==> config.mk <==
export PLATFORM = sky130hd
export DESIGN_NAME = tcu_csr_arb
export DESIGN_NICKNAME = d
export VERILOG_FILES = /design/src/rtl/tcu_csr_arb.sv
export SDC_FILE = /design/constraint.sdc
export NUM_CORES = 1
export LEC_CHECK = 0
export ABC_AREA = 1
export CORE_AREA = 3 3 148 150
export DETAILED_ROUTE_END_ITERATION = 16
export DIE_AREA = 0 0 151 153
export GPL_TIMING_DRIVEN = 0
export SYNTH_ARGS = -nofsm -noshare
export SYNTH_HDL_FRONTEND = slang
export SYNTH_SLANG_ARGS = --single-unit
==> constraint.sdc <==
create_clock -name clk -period 4.04 [get_ports clk]
set_input_delay 1.01 -clock clk [delete_from_list [all_inputs] [get_ports clk]]
set_output_delay 1.01 -clock clk [all_outputs]
set_load 0.01 [all_outputs]
==> src/rtl/tcu_csr_arb.sv <==
// -----------------------------------------------------------------------------
// tcu_csr_arb
//
// Shares the single tensor-core-to-CSR access port between NUM_REQS requesters.
// A round-robin arbiter grants one requester per cycle. Each accepted request is
// turned into one registered CSR read or write strobe in the following cycle.
// Read data returns two cycles after acceptance, tagged with the requester index.
//
// Optional feature macro: TCU_CSR_ARB_LOCK_EN
//   When defined, a handshake with req_lock=1 makes that requester the lock
//   owner. Only the owner can then be granted, even while it is idle. The
//   owner's first handshake with req_lock=0 releases the lock after that access.
//   When undefined, req_lock is ignored and no lock state is built.
//
// Ports
//   clk, reset         : clock, synchronous active-high reset
//   req_valid/rw/lock  : per-requester request valid, 1=write/0=read, lock hold
//   req_addr           : packed addresses, requester i at [i*ADDR_BITS +: ADDR_BITS]
//   req_wdata          : packed write data, 32 bits per requester
//   req_ready          : one-hot combinational grant
//   rsp_valid/idx      : read response valid and issuing requester index
//   rsp_data_a/b       : read data, passed through from the CSR unit
//   csr_write_*        : registered write strobe, address, data
//   csr_read_*         : registered read strobe, address
//   csr_read_data_a/b  : CSR read data, valid one cycle after csr_read_enable
// -----------------------------------------------------------------------------
`ifndef VX_CSR_ADDR_BITS
`define VX_CSR_ADDR_BITS 12
`endif

module tcu_csr_arb #(
    parameter int NUM_REQS  = 4,
    parameter int ADDR_BITS = `VX_CSR_ADDR_BITS,
    localparam int REQ_SEL_BITS = (NUM_REQS > 1) ? $clog2(NUM_REQS) : 1
) (
    input  logic                          clk,
    input  logic                          reset,
    input  logic [NUM_REQS-1:0]           req_valid,
    input  logic [NUM_REQS-1:0]           req_rw,
    input  logic [NUM_REQS-1:0]           req_lock,
    input  logic [NUM_REQS*ADDR_BITS-1:0] req_addr,
    input  logic [NUM_REQS*32-1:0]        req_wdata,
    output logic [NUM_REQS-1:0]           req_ready,
    output logic                          rsp_valid,
    output logic [REQ_SEL_BITS-1:0]       rsp_idx,
    output logic [31:0]                   rsp_data_a,
    output logic [31:0]                   rsp_data_b,
    output logic                          csr_write_enable,
    output logic [31:0]                   csr_write_data,
    output logic [ADDR_BITS-1:0]          csr_write_addr,
    output logic                          csr_read_enable,
    output logic [ADDR_BITS-1:0]          csr_read_addr,
    input  logic [31:0]                   csr_read_data_a,
    input  logic [31:0]                   csr_read_data_b
);

    // Arbitration state and issue/response pipeline registers
    logic [REQ_SEL_BITS-1:0] rr_ptr_q,    rr_ptr_d;
    logic                    wr_en_q,     wr_en_d;
    logic                    rd_en_q,     rd_en_d;
    logic [ADDR_BITS-1:0]    wr_addr_q,   wr_addr_d;
    logic [31:0]             wr_data_q,   wr_data_d;
    logic [ADDR_BITS-1:0]    rd_addr_q,   rd_addr_d;
    logic [REQ_SEL_BITS-1:0] rd_idx_q,    rd_idx_d;
    logic                    rsp_valid_q, rsp_valid_d;
    logic [REQ_SEL_BITS-1:0] rsp_idx_q,   rsp_idx_d;

    // Grant and selected-request signals
    logic [NUM_REQS-1:0]     grant_s;
    logic [REQ_SEL_BITS-1:0] grant_idx_s;
    logic                    found_s;
    logic                    hs_s;
    logic                    sel_rw_s;
    logic [ADDR_BITS-1:0]    sel_addr_s;
    logic [31:0]             sel_wdata_s;

`ifdef TCU_CSR_ARB_LOCK_EN
    logic                    lock_held_q,  lock_held_d;
    logic [REQ_SEL_BITS-1:0] lock_owner_q, lock_owner_d;
    logic                    sel_lock_s;
`else
    logic                    unused_lock_s;
    assign unused_lock_s = ^req_lock;
`endif

    // Grant selection: owner-only while locked, otherwise round-robin from rr_ptr_q.
    // The round-robin search runs as two passes (ptr..N-1, then 0..ptr-1) so every
    // index into req_valid is a loop constant.
    always_comb begin
        grant_s     = '0;
        grant_idx_s = '0;
        found_s     = 1'b0;
        if (reset) begin
            grant_s = '0;
        end
`ifdef TCU_CSR_ARB_LOCK_EN
        else if (lock_held_q) begin
            if (req_valid[lock_owner_q]) begin
                grant_s[lock_owner_q] = 1'b1;
                grant_idx_s           = lock_owner_q;
            end else begin
                grant_s = '0;
            end
        end
`endif
        else begin
            for (int i = 0; i < NUM_REQS; i++) begin
                if (!found_s && req_valid[i] && (i >= int'(rr_ptr_q))) begin
                    found_s     = 1'b1;
                    grant_s[i]  = 1'b1;
                    grant_idx_s = REQ_SEL_BITS'(i);
                end else begin
                    found_s = found_s;
                end
            end
            for (int i = 0; i < NUM_REQS; i++) begin
                if (!found_s && req_valid[i] && (i < int'(rr_ptr_q))) begin
                    found_s     = 1'b1;
                    grant_s[i]  = 1'b1;
                    grant_idx_s = REQ_SEL_BITS'(i);
                end else begin
                    found_s = found_s;
                end
            end
        end
    end

    assign hs_s = |grant_s;

    // One-hot AND-OR mux of the granted request's fields
    always_comb begin
        sel_rw_s    = 1'b0;
        sel_addr_s  = '0;
        sel_wdata_s = 32'h0000_0000;
`ifdef TCU_CSR_ARB_LOCK_EN
        sel_lock_s  = 1'b0;
`endif
        for (int i = 0; i < NUM_REQS; i++) begin
            sel_rw_s    = sel_rw_s | (grant_s[i] & req_rw[i]);
            sel_addr_s  = sel_addr_s  | ({ADDR_BITS{grant_s[i]}} & req_addr[i*ADDR_BITS +: ADDR_BITS]);
            sel_wdata_s = sel_wdata_s | ({32{grant_s[i]}} & req_wdata[i*32 +: 32]);
`ifdef TCU_CSR_ARB_LOCK_EN
            sel_lock_s  = sel_lock_s | (grant_s[i] & req_lock[i]);
`endif
        end
    end

    // Next state of the pointer, the issue stage and the response stage
    always_comb begin
        rr_ptr_d    = rr_ptr_q;
        wr_en_d     = 1'b0;
        rd_en_d     = 1'b0;
        wr_addr_d   = wr_addr_q;
        wr_data_d   = wr_data_q;
        rd_addr_d   = rd_addr_q;
        rd_idx_d    = rd_idx_q;
        rsp_valid_d = rd_en_q;
        rsp_idx_d   = rd_idx_q;
        if (hs_s) begin
            if (grant_idx_s == REQ_SEL_BITS'(NUM_REQS - 1)) begin
                rr_ptr_d = '0;
            end else begin
                rr_ptr_d = grant_idx_s + REQ_SEL_BITS'(1);
            end
            if (sel_rw_s) begin
                wr_en_d   = 1'b1;
                wr_addr_d = sel_addr_s;
                wr_data_d = sel_wdata_s;
            end else begin
                rd_en_d   = 1'b1;
                rd_addr_d = sel_addr_s;
                rd_idx_d  = grant_idx_s;
            end
        end else begin
            rr_ptr_d = rr_ptr_q;
        end
    end

    // Pipeline and pointer registers; reset drops any read in flight
    always_ff @(posedge clk) begin
        if (reset) begin
            rr_ptr_q    <= '0;
            wr_en_q     <= 1'b0;
            rd_en_q     <= 1'b0;
            wr_addr_q   <= '0;
            wr_data_q   <= 32'h0000_0000;
            rd_addr_q   <= '0;
            rd_idx_q    <= '0;
            rsp_valid_q <= 1'b0;
            rsp_idx_q   <= '0;
        end else begin
            rr_ptr_q    <= rr_ptr_d;
            wr_en_q     <= wr_en_d;
            rd_en_q     <= rd_en_d;
            wr_addr_q   <= wr_addr_d;
            wr_data_q   <= wr_data_d;
            rd_addr_q   <= rd_addr_d;
            rd_idx_q    <= rd_idx_d;
            rsp_valid_q <= rsp_valid_d;
            rsp_idx_q   <= rsp_idx_d;
        end
    end

`ifdef TCU_CSR_ARB_LOCK_EN
    // Lock ownership: set by a locked handshake, released by the owner's unlocked one.
    // While held only the owner can handshake, so any handshake here is the owner's.
    always_comb begin
        lock_held_d  = lock_held_q;
        lock_owner_d = lock_owner_q;
        if (hs_s) begin
            if (sel_lock_s) begin
                lock_held_d  = 1'b1;
                lock_owner_d = grant_idx_s;
            end else begin
                lock_held_d  = 1'b0;
            end
        end else begin
            lock_held_d = lock_held_q;
        end
    end

    // Lock state registers
    always_ff @(posedge clk) begin
        if (reset) begin
            lock_held_q  <= 1'b0;
            lock_owner_q <= '0;
        end else begin
            lock_held_q  <= lock_held_d;
            lock_owner_q <= lock_owner_d;
        end
    end
`endif

    assign req_ready        = grant_s;
    assign rsp_valid        = rsp_valid_q;
    assign rsp_idx          = rsp_idx_q;
    assign rsp_data_a       = csr_read_data_a;
    assign rsp_data_b       = csr_read_data_b;
    assign csr_write_enable = wr_en_q;
    assign csr_write_data   = wr_data_q;
    assign csr_write_addr   = wr_addr_q;
    assign csr_read_enable  = rd_en_q;
    assign csr_read_addr    = rd_addr_q;

endmodule

-- Word-level counts from Yosys, hierarchy flattened
Cells that the tools add are included.
- register bits: 65
- word-level logic and storage cells: 91
- add/subtract/negate cells: 1
- $lt $le $gt $ge: 6
- eq/ne operators: 1
- mux-type cells: 29
- bitwise operators: 23
- reductions and logical operators: 22
- operator list (cell ; number):
    32-bit AND ; 4
    32-bit OR ; 3
    12-bit AND ; 4
    12-bit OR ; 3
    1-bit two-way mux ; 21
    2-bit two-way mux ; 7
    1-bit logical AND ; 12
    1-bit zero test ; 6
    1-bit AND ; 4
    1-bit by 2-bit greater-or-equal comparator with 1-bit output (first input constant) ; 2
    1-bit by 2-bit < comparator with 1-bit output (first input constant) ; 2
    4-bit two-way mux ; 1
    2-bit AND reduction ; 2
    4-bit OR reduction ; 1
    1-bit OR ; 3
    2-bit by 1-bit adder with 2-bit output (second input constant) ; 1
    2-bit equality test (second input constant) ; 1
    2-bit greater-or-equal comparator (first input constant) ; 1
    2-bit < comparator (first input constant) ; 1
    1-bit inverter ; 2
    2-bit OR reduction ; 1

-- Depth between registers and ports, before layout
Gate-level depths: netlist of the first run.
- depth in word-level cells: 39
- depth in mapped cells: 14
- gate-level depth less buffers: 13

-- Worst setup path after synthesis of the first run
Ideal clock, no wire load.
- path kind: in2out
- from: in req_valid[0]
- to: out req_ready[2]
- arrival: 2050 ps
- data required time: 3030 ps
- path slack: 980 ps
- stages on the path: 8
- buffers on the path: 1
- path through: nand2_1 -> nand2_2 -> nor2_2 -> nand4_2 -> o21ai_4 -> clkbuf_1 -> nand2_1 -> inv_1
- word-level cells in the longest chain between the ends: 32
- elaborated cells between the ends (all ways): 33
- those cells by class: mux: 15; reduce/logical: 18
- RTL lines (item ; RTL line ; text):
    from (decl) ; 38 ; input logic [NUM_REQS-1:0] req_valid,
    1-bit logical AND ; 108 ; if (!found_s && req_valid[i] && (i >= int'(rr_ptr_q))) begin
    1-bit two-way mux ; 108 ;
    1-bit two-way mux ; 93 ; if (reset) begin
    1-bit zero test ; 108 ;
    1-bit logical AND (2 in series) ; 108 ;
    1-bit two-way mux ; 108 ;
    1-bit two-way mux ; 93 ;
    1-bit zero test ; 108 ;
    [13 not listed] ; n/a ;
    1-bit zero test ; 117 ; if (!found_s && req_valid[i] && (i < int'(rr_ptr_q))) begin
    1-bit logical AND (2 in series) ; 117 ;
    1-bit two-way mux ; 117 ;
    1-bit two-way mux ; 93 ;
    1-bit zero test ; 117 ;
    1-bit logical AND (2 in series) ; 117 ;
    1-bit two-way mux * ; 117 ;
    4-bit two-way mux * ; 93 ;
    to (decl) ; 43 ; output logic [NUM_REQS-1:0] req_ready,
Mark *: on every way between the ends. The rest lies on a longest branch, timed or not. The select of a mux whose other input is x is not followed.

-- Final worst setup path of the first run
- from: in reset
- to: out req_ready[2]
- word-level cells in the longest chain between the ends: 1
- RTL lines (item ; RTL line ; text):
    from (decl) ; 37 ; input logic reset,
    4-bit two-way mux ; 93 ;
Every way passes these cells.

==> results.py, run 1 <==
metrics = {
    "cts": {
        "clock_latency_ns": 0.34,
        "htree_levels": 3,
        "clk_pin_slew_worst_paths_ns": 0.05,
        "cts_sinks": 65,
        "clockRootBuffer": "clkbuf_16",
        "cts_buffer_depth": 2,
        "cts_tree": "done",
        "cts_made_buffers": 9,
    },
    "routing": {
        "wirelength_um": 20200,
        "viasPerCell": 4.20,
        "drt-initial-drc-count": 163,
        "wl_per_cell_um": 16.1,
        "remaining_drc_errors": 0,
        "ant_nets": 0,
        "drtPass1Iterations": 5,
        "vias": 5276,
    },
    "floorplan": {
        "rows": 53,
        "dieArea_um2": 23100,
        "start_util_pct": 19.7,
        "die_x_um": 151,
        "core_um2": 20800,
        "ios": 383,
        "die_h_um": 153,
    },
    "layout": {
        "design_area_um2": 8000,
        "fin_nets": 1229,
        "drive_gt1_share_pct": 12.7,
        "fill_cells": 2229,
        "syn2layout_area_growth_pct": 94.8,
    },
    "worst_setup_path": {
        "arrival_ns": 2.90,
        "cp.required_ns": 3.03,
        "end_kind": "primary output",
        "worstSetupStartpointType": "input port",
        "reg2regPathDepth": 13,
        "cp_max_fo": 10,
        "critPathKind": "in -> out",
    },
    "synthesis": {
        "syn_area_per_cell_um2": 6.34,
        "syn-num-nets": 901,
        "ys_ff_latch": 65,
        "seq_area_frac_synth_pct": 31.7,
        "syn_inst": 647,
        "yosys_warnings": 0,
        "synth.distinct_cells": 25,
        "netlist_area_um2": 4110,
    },
    "sta": {
        "fmax_ghz": 0.256,
        "slew_headroom_pct": 50.6,
        "skew_ns": 0.00652,
        "rsz0062_at_grt": "no",
        "min_period_over_period_pct": 96.8,
        "fin_crit_ns": 3.91,
        "slew_violations": 0,
        "setup_viol": 0,
        "hold_slack_ns": 0.421,
        "hold_violations": 0,
        "worst_pin_slew_ns": 0.742,
    },
    "grt": {
        "grt-ovfl-total": 0,
        "grt_usage_pct": 16.6,
        "grt_first_pass_wirelength_um": 28800,
        "antenna_found_initial": 1,
        "grt_pass1_vias": 5307,
        "grt_max_degree": 19,
    },
    "pwr": {
        "leakagePower_nw": 3.38,
        "ir_drop_mv": 0.166,
        "power_density_nw_per_um2": 341,
    },
    "status": {
        "status": "finished, final reports clean",
    },
    "place": {
        "gp_congestion": 0.787,
        "port_buffers": 314,
        "post_dp_cell_area_um2": 7590,
        "place.detailed.hpwl_um": 16100,
    },
    "job": {
        "drv_cap": 0,
    },
    "worst_hold_path": {
        "min_path_cells": 2,
        "hold_path_class": "reg -> reg",
    },
}
[final timing paths]
| kind | startpoint | end | slack, ns |
|---|---|---|---|
| max | reset | req_ready[2] | 0.13 |
| min | csr_read_enable | rsp_valid | 0.42 |
| max reg2reg | rr_ptr_q[1] | csr_write_data[14] | 1.60 |
| min reg2reg | csr_read_enable | rsp_valid | 0.42 |
[synthesized netlist by cell type (all sizes together)]
cell type | instances | area [µm²]
o21ai | 48 | 252
nor2 | 121 | 467
a21o | 1 | 7.51
nand4 | 47 | 300
buf | 88 | 622
dfxtp | 65 | 1300
nand3 | 50 | 280
nand2 | 178 | 683
inv | 32 | 123
clkbuf | 14 | 52.6
nor3 | 2 | 10.0
o211ai | 1 | 7.51
[state kept, by name (all words and copies together), names as in the netlist]
signal	count
rsp_valid	1
csr_write_enable	1
csr_write_data	32
csr_write_addr	12
csr_read_addr	12
rd_idx_q	2
rsp_idx	2
csr_read_enable	1
rr_ptr_q	2
[per-stage QoR]
step	worst slack, ns	TNS [ns]	total power, W	util, %	instances
2_1_floorplan	0.980	0	0.00129	-	647
3_3_place_gp	-0.436	-1.42	0.00189	36.5	1236
3_5_place_dp	-0.498	-1.55	0.00189	36.5	1236
4_1_cts	0.0198	0	0.00278	38.3	1254
5_1_grt	0.00343	0	0.00290	38.4	1255
6_report	0.129	0	0.00273	38.4	1256
[layout by cell type, fill, tap and decap left out, types with 7 or more instances in the layout]
| master | n |
|---|---|
| buf_2 | 7 |
| buf_4 | 81 |
| clkbuf_1 | 13 |
| clkbuf_16 | 9 |
| clkdlybuf4s50_1 | 312 |
| dfxtp_1 | 65 |
| inv_1 | 28 |
| nand2_1 | 173 |
| nand3_1 | 47 |
| nand4_1 | 46 |
| nor2_1 | 118 |
| o21ai_1 | 41 |
[worst max-delay path, stage by stage]
cell	delay (ns)
clkdlybuf4s50_1	0.55
inv_4	0.20
clkbuf_4	0.24
buf_4	0.22
nand2_1	0.07
inv_1	0.05
clkdlybuf4s50_1	0.55
[final cells by class]
cell class                 instances  area, µm²  area share (%)
antenna                            1       2.50          0.0313
buffer                           100        688            8.61
clock buffer                      11        243            3.04
inverter                          32        133            1.66
tap                              275        344            4.30
clock inverter                     5       78.8           0.986
timing repair buffer             319       3190            39.8
sequential                        65       1300            16.3
multi-input combinational        448       2020            25.3
[what timing repair did]
action                                  CTS  global route
pin swaps                                 0             1
setup buffers                             4             1
endpoints found under the setup margin    4             4
resized for setup                        12             7
hold buffers                              0             0
[logic make-up after synthesis]
kind of cell           Yosys count  share of synthesized area, %
AND/OR/NAND/NOR                398                          42.4
AO/OA/AOI/OAI                   50                          6.49
buffers and inverters          134                          19.4
flip-flops                      65                          31.7
[report_power, final]
group / internal, W / total [W] / switching, W
Clock: 0.000556 / 0.000847 / 0.000291
Combinational: 0.000575 / 0.00108 / 0.000509
Sequential: 0.000747 / 0.000798 / 0.0000514
[routing by layer]
metal  wire length (µm)  track usage (%)  part of all wire [%]  vias up
li1                   -                -                     -     2677
met2              10300             30.7                    51      252
met4                352             4.97                   1.7        0
met1               7560             17.3                    37     2331
met5                  0                0                     0        -
met3               1970             5.84                   9.7       16
Power figures use the tool's default switching activity.
==> inputs of run 2 (changes only) <==
--- a/config.mk
+++ b/config.mk
@@ -6,9 +6,9 @@
 export NUM_CORES = 1
 export LEC_CHECK = 0
 export ABC_AREA = 1
-export CORE_AREA = 3 3 148 150
+export CORE_AREA = 3 3 146 148
 export DETAILED_ROUTE_END_ITERATION = 16
-export DIE_AREA = 0 0 151 153
+export DIE_AREA = 0 0 149 151
 export GPL_TIMING_DRIVEN = 0
 export SYNTH_ARGS = -nofsm -noshare
 export SYNTH_HDL_FRONTEND = slang
==> constraint.sdc (replaced) <==
create_clock -name clk -period 4 [get_ports clk]
set_input_delay 1 -clock clk [delete_from_list [all_inputs] [get_ports clk]]
set_output_delay 1 -clock clk [all_outputs]
set_load 0.01 [all_outputs]
==> results.py, run 2 (synthesis gave the netlist of run 1 again) <==
metrics = {
    "pwr": {
        "leakagePower_nw": 3.35,
        "finalPower_w": 0.00266,
        "ir_drop_mv": 0.191,
        "power_density_nw_per_um2": 335,
    },
    "sta": {
        "skew_ns": 0.00549,
        "fin_crit_ns": 3.85,
        "fmax_ghz": 0.260,
        "setup_viol": 0,
        "slew_headroom_pct": 46.4,
        "slew_violations": 0,
        "min_period_over_period_pct": 96.2,
        "timing.final.ws_setup_ns": 0.153,
        "worst_pin_slew_ns": 0.805,
        "hold_violations": 0,
    },
    "floorplan": {
        "core_um2": 20200,
        "dieArea_um2": 22500,
        "start_util_pct": 20.4,
        "die_x_um": 149,
        "die_h_um": 151,
        "ios": 383,
        "rows": 52,
    },
    "layout": {
        "most-common-layout-cells": "311 x clkdlybuf4s50_1, 174 x nand2_1, 118 x nor2_1, 80 x buf_4, 65 x dfxtp_1",
        "utilization_pct": 39.3,
        "syn2layout_area_growth_pct": 92.9,
        "final_common_cell": "clkdlybuf4s50_1",
        "drive_gt1_share_pct": 12.5,
        "fin_cells": 1248,
        "fin_nets": 1227,
        "largest_reg_flops": 32,
        "diodes": 0,
    },
    "place": {
        "place.detailed.hpwl_um": 16400,
        "port_buffers": 314,
        "dpl_worst_slack_ns": -0.514,
        "dp.cells": 1231,
        "gp_congestion": 0.800,
    },
    "job": {
        "drv_cap": 0,
    },
    "worst_setup_path": {
        "end_kind": "primary output",
        "cp.required_ns": 3.00,
        "arrival_ns": 2.85,
        "critPathKind": "in -> out",
        "cp_max_fo": 11,
        "worstSetupStartpointType": "input port",
    },
    "grt": {
        "grt_usage_pct": 17.3,
        "antenna_found_initial": 0,
        "grt_max_degree": 20,
        "grt_pass1_vias": 5318,
        "grt-ovfl-total": 0,
        "grt_first_pass_wirelength_um": 29300,
    },
    "routing": {
        "ant_nets": 0,
        "vias": 5346,
        "drtPass1Iterations": 4,
        "wl_per_cell_um": 16.5,
        "viasPerCell": 4.28,
        "remaining_drc_errors": 0,
        "wirelength_um": 20600,
        "drt-initial-drc-count": 120,
    },
    "worst_hold_path": {
        "hold_path_class": "reg -> reg",
    },
    "cts": {
        "clock_latency_ns": 0.33,
        "cts_sinks": 65,
        "cts_made_buffers": 9,
        "clockRootBuffer": "clkbuf_16",
        "cts_buffer_depth": 2,
        "ctsHoldBuffers": 0,
        "htree_levels": 3,
        "cts_tree": "done",
        "clk_pin_slew_worst_paths_ns": 0.06,
    },
    "status": {
        "status": "finished, final reports clean",
    },
}
run 2: power breakdown:
part / internal [W] / leakage (nW) / switching (W)
logic: 0.000577 / 2.68 / 0.000516
clock network: 0.000436 / 0.131 / 0.000320
registers: 0.000754 / 0.536 / 0.0000520
run 2: area by class of cell:
cell class,count,area [µm²]
fill,2150,12200
timing repair buffer,317,3170
multi-input combinational,448,2020
sequential,65,1300
buffer,100,682
tap,270,338
clock buffer,10,239
inverter,32,133
clock inverter,6,41.3
run 2: worst max-delay path, stage by stage:
cell and delay, ns:
clkdlybuf4s50_1 0.54, inv_4 0.19, nand2_1 0.08, nor3_2 0.22, buf_4 0.24, clkdlybuf4s50_1 0.56
run 2: worst paths after layout:
kind	endpoint	from	cells past startpoint	slack, ns
worst max-delay path	req_ready[3]	reset	6	0.15
worst min-delay path	rsp_valid	csr_read_enable	2	0.43
worst max register to register	csr_write_data[14]	rr_ptr_q[1]	10	1.63
worst min register to register	rsp_valid	csr_read_enable	2	0.43
run 2: per-stage QoR:
step / hold WS, ns / instance area, µm² / setup TNS (ns)
after floorplan: 0.410 / 4110 / 0
after global placement: 0.409 / 7590 / -1.66
after detailed placement: 0.421 / 7590 / -1.66
after CTS: 0.430 / 7910 / 0
after global routing: 0.452 / 7920 / -0.00409
final: 0.431 / 7920 / 0
run 2: routing by layer:
metal  up-vias  global-route usage (%)  share of wire (%)  routed length (µm)
met5         -                       0                  0                   0
met4         0                    5.90                2.4                 502
met3        25                    5.48                8.6                1770
met2       256                    31.5                 50               10300
met1      2389                    19.1                 39                8100
li1       2676                       -                  -                   -
run 2: what timing repair did:
action | 4_1_cts | 5_1_grt
gates resized for setup | 13 | 3
hold endpoints to repair | 0 | 0
setup buffers | 3 | 0
pin swaps | 1 | 0
endpoints found under the setup margin | 4 | 3
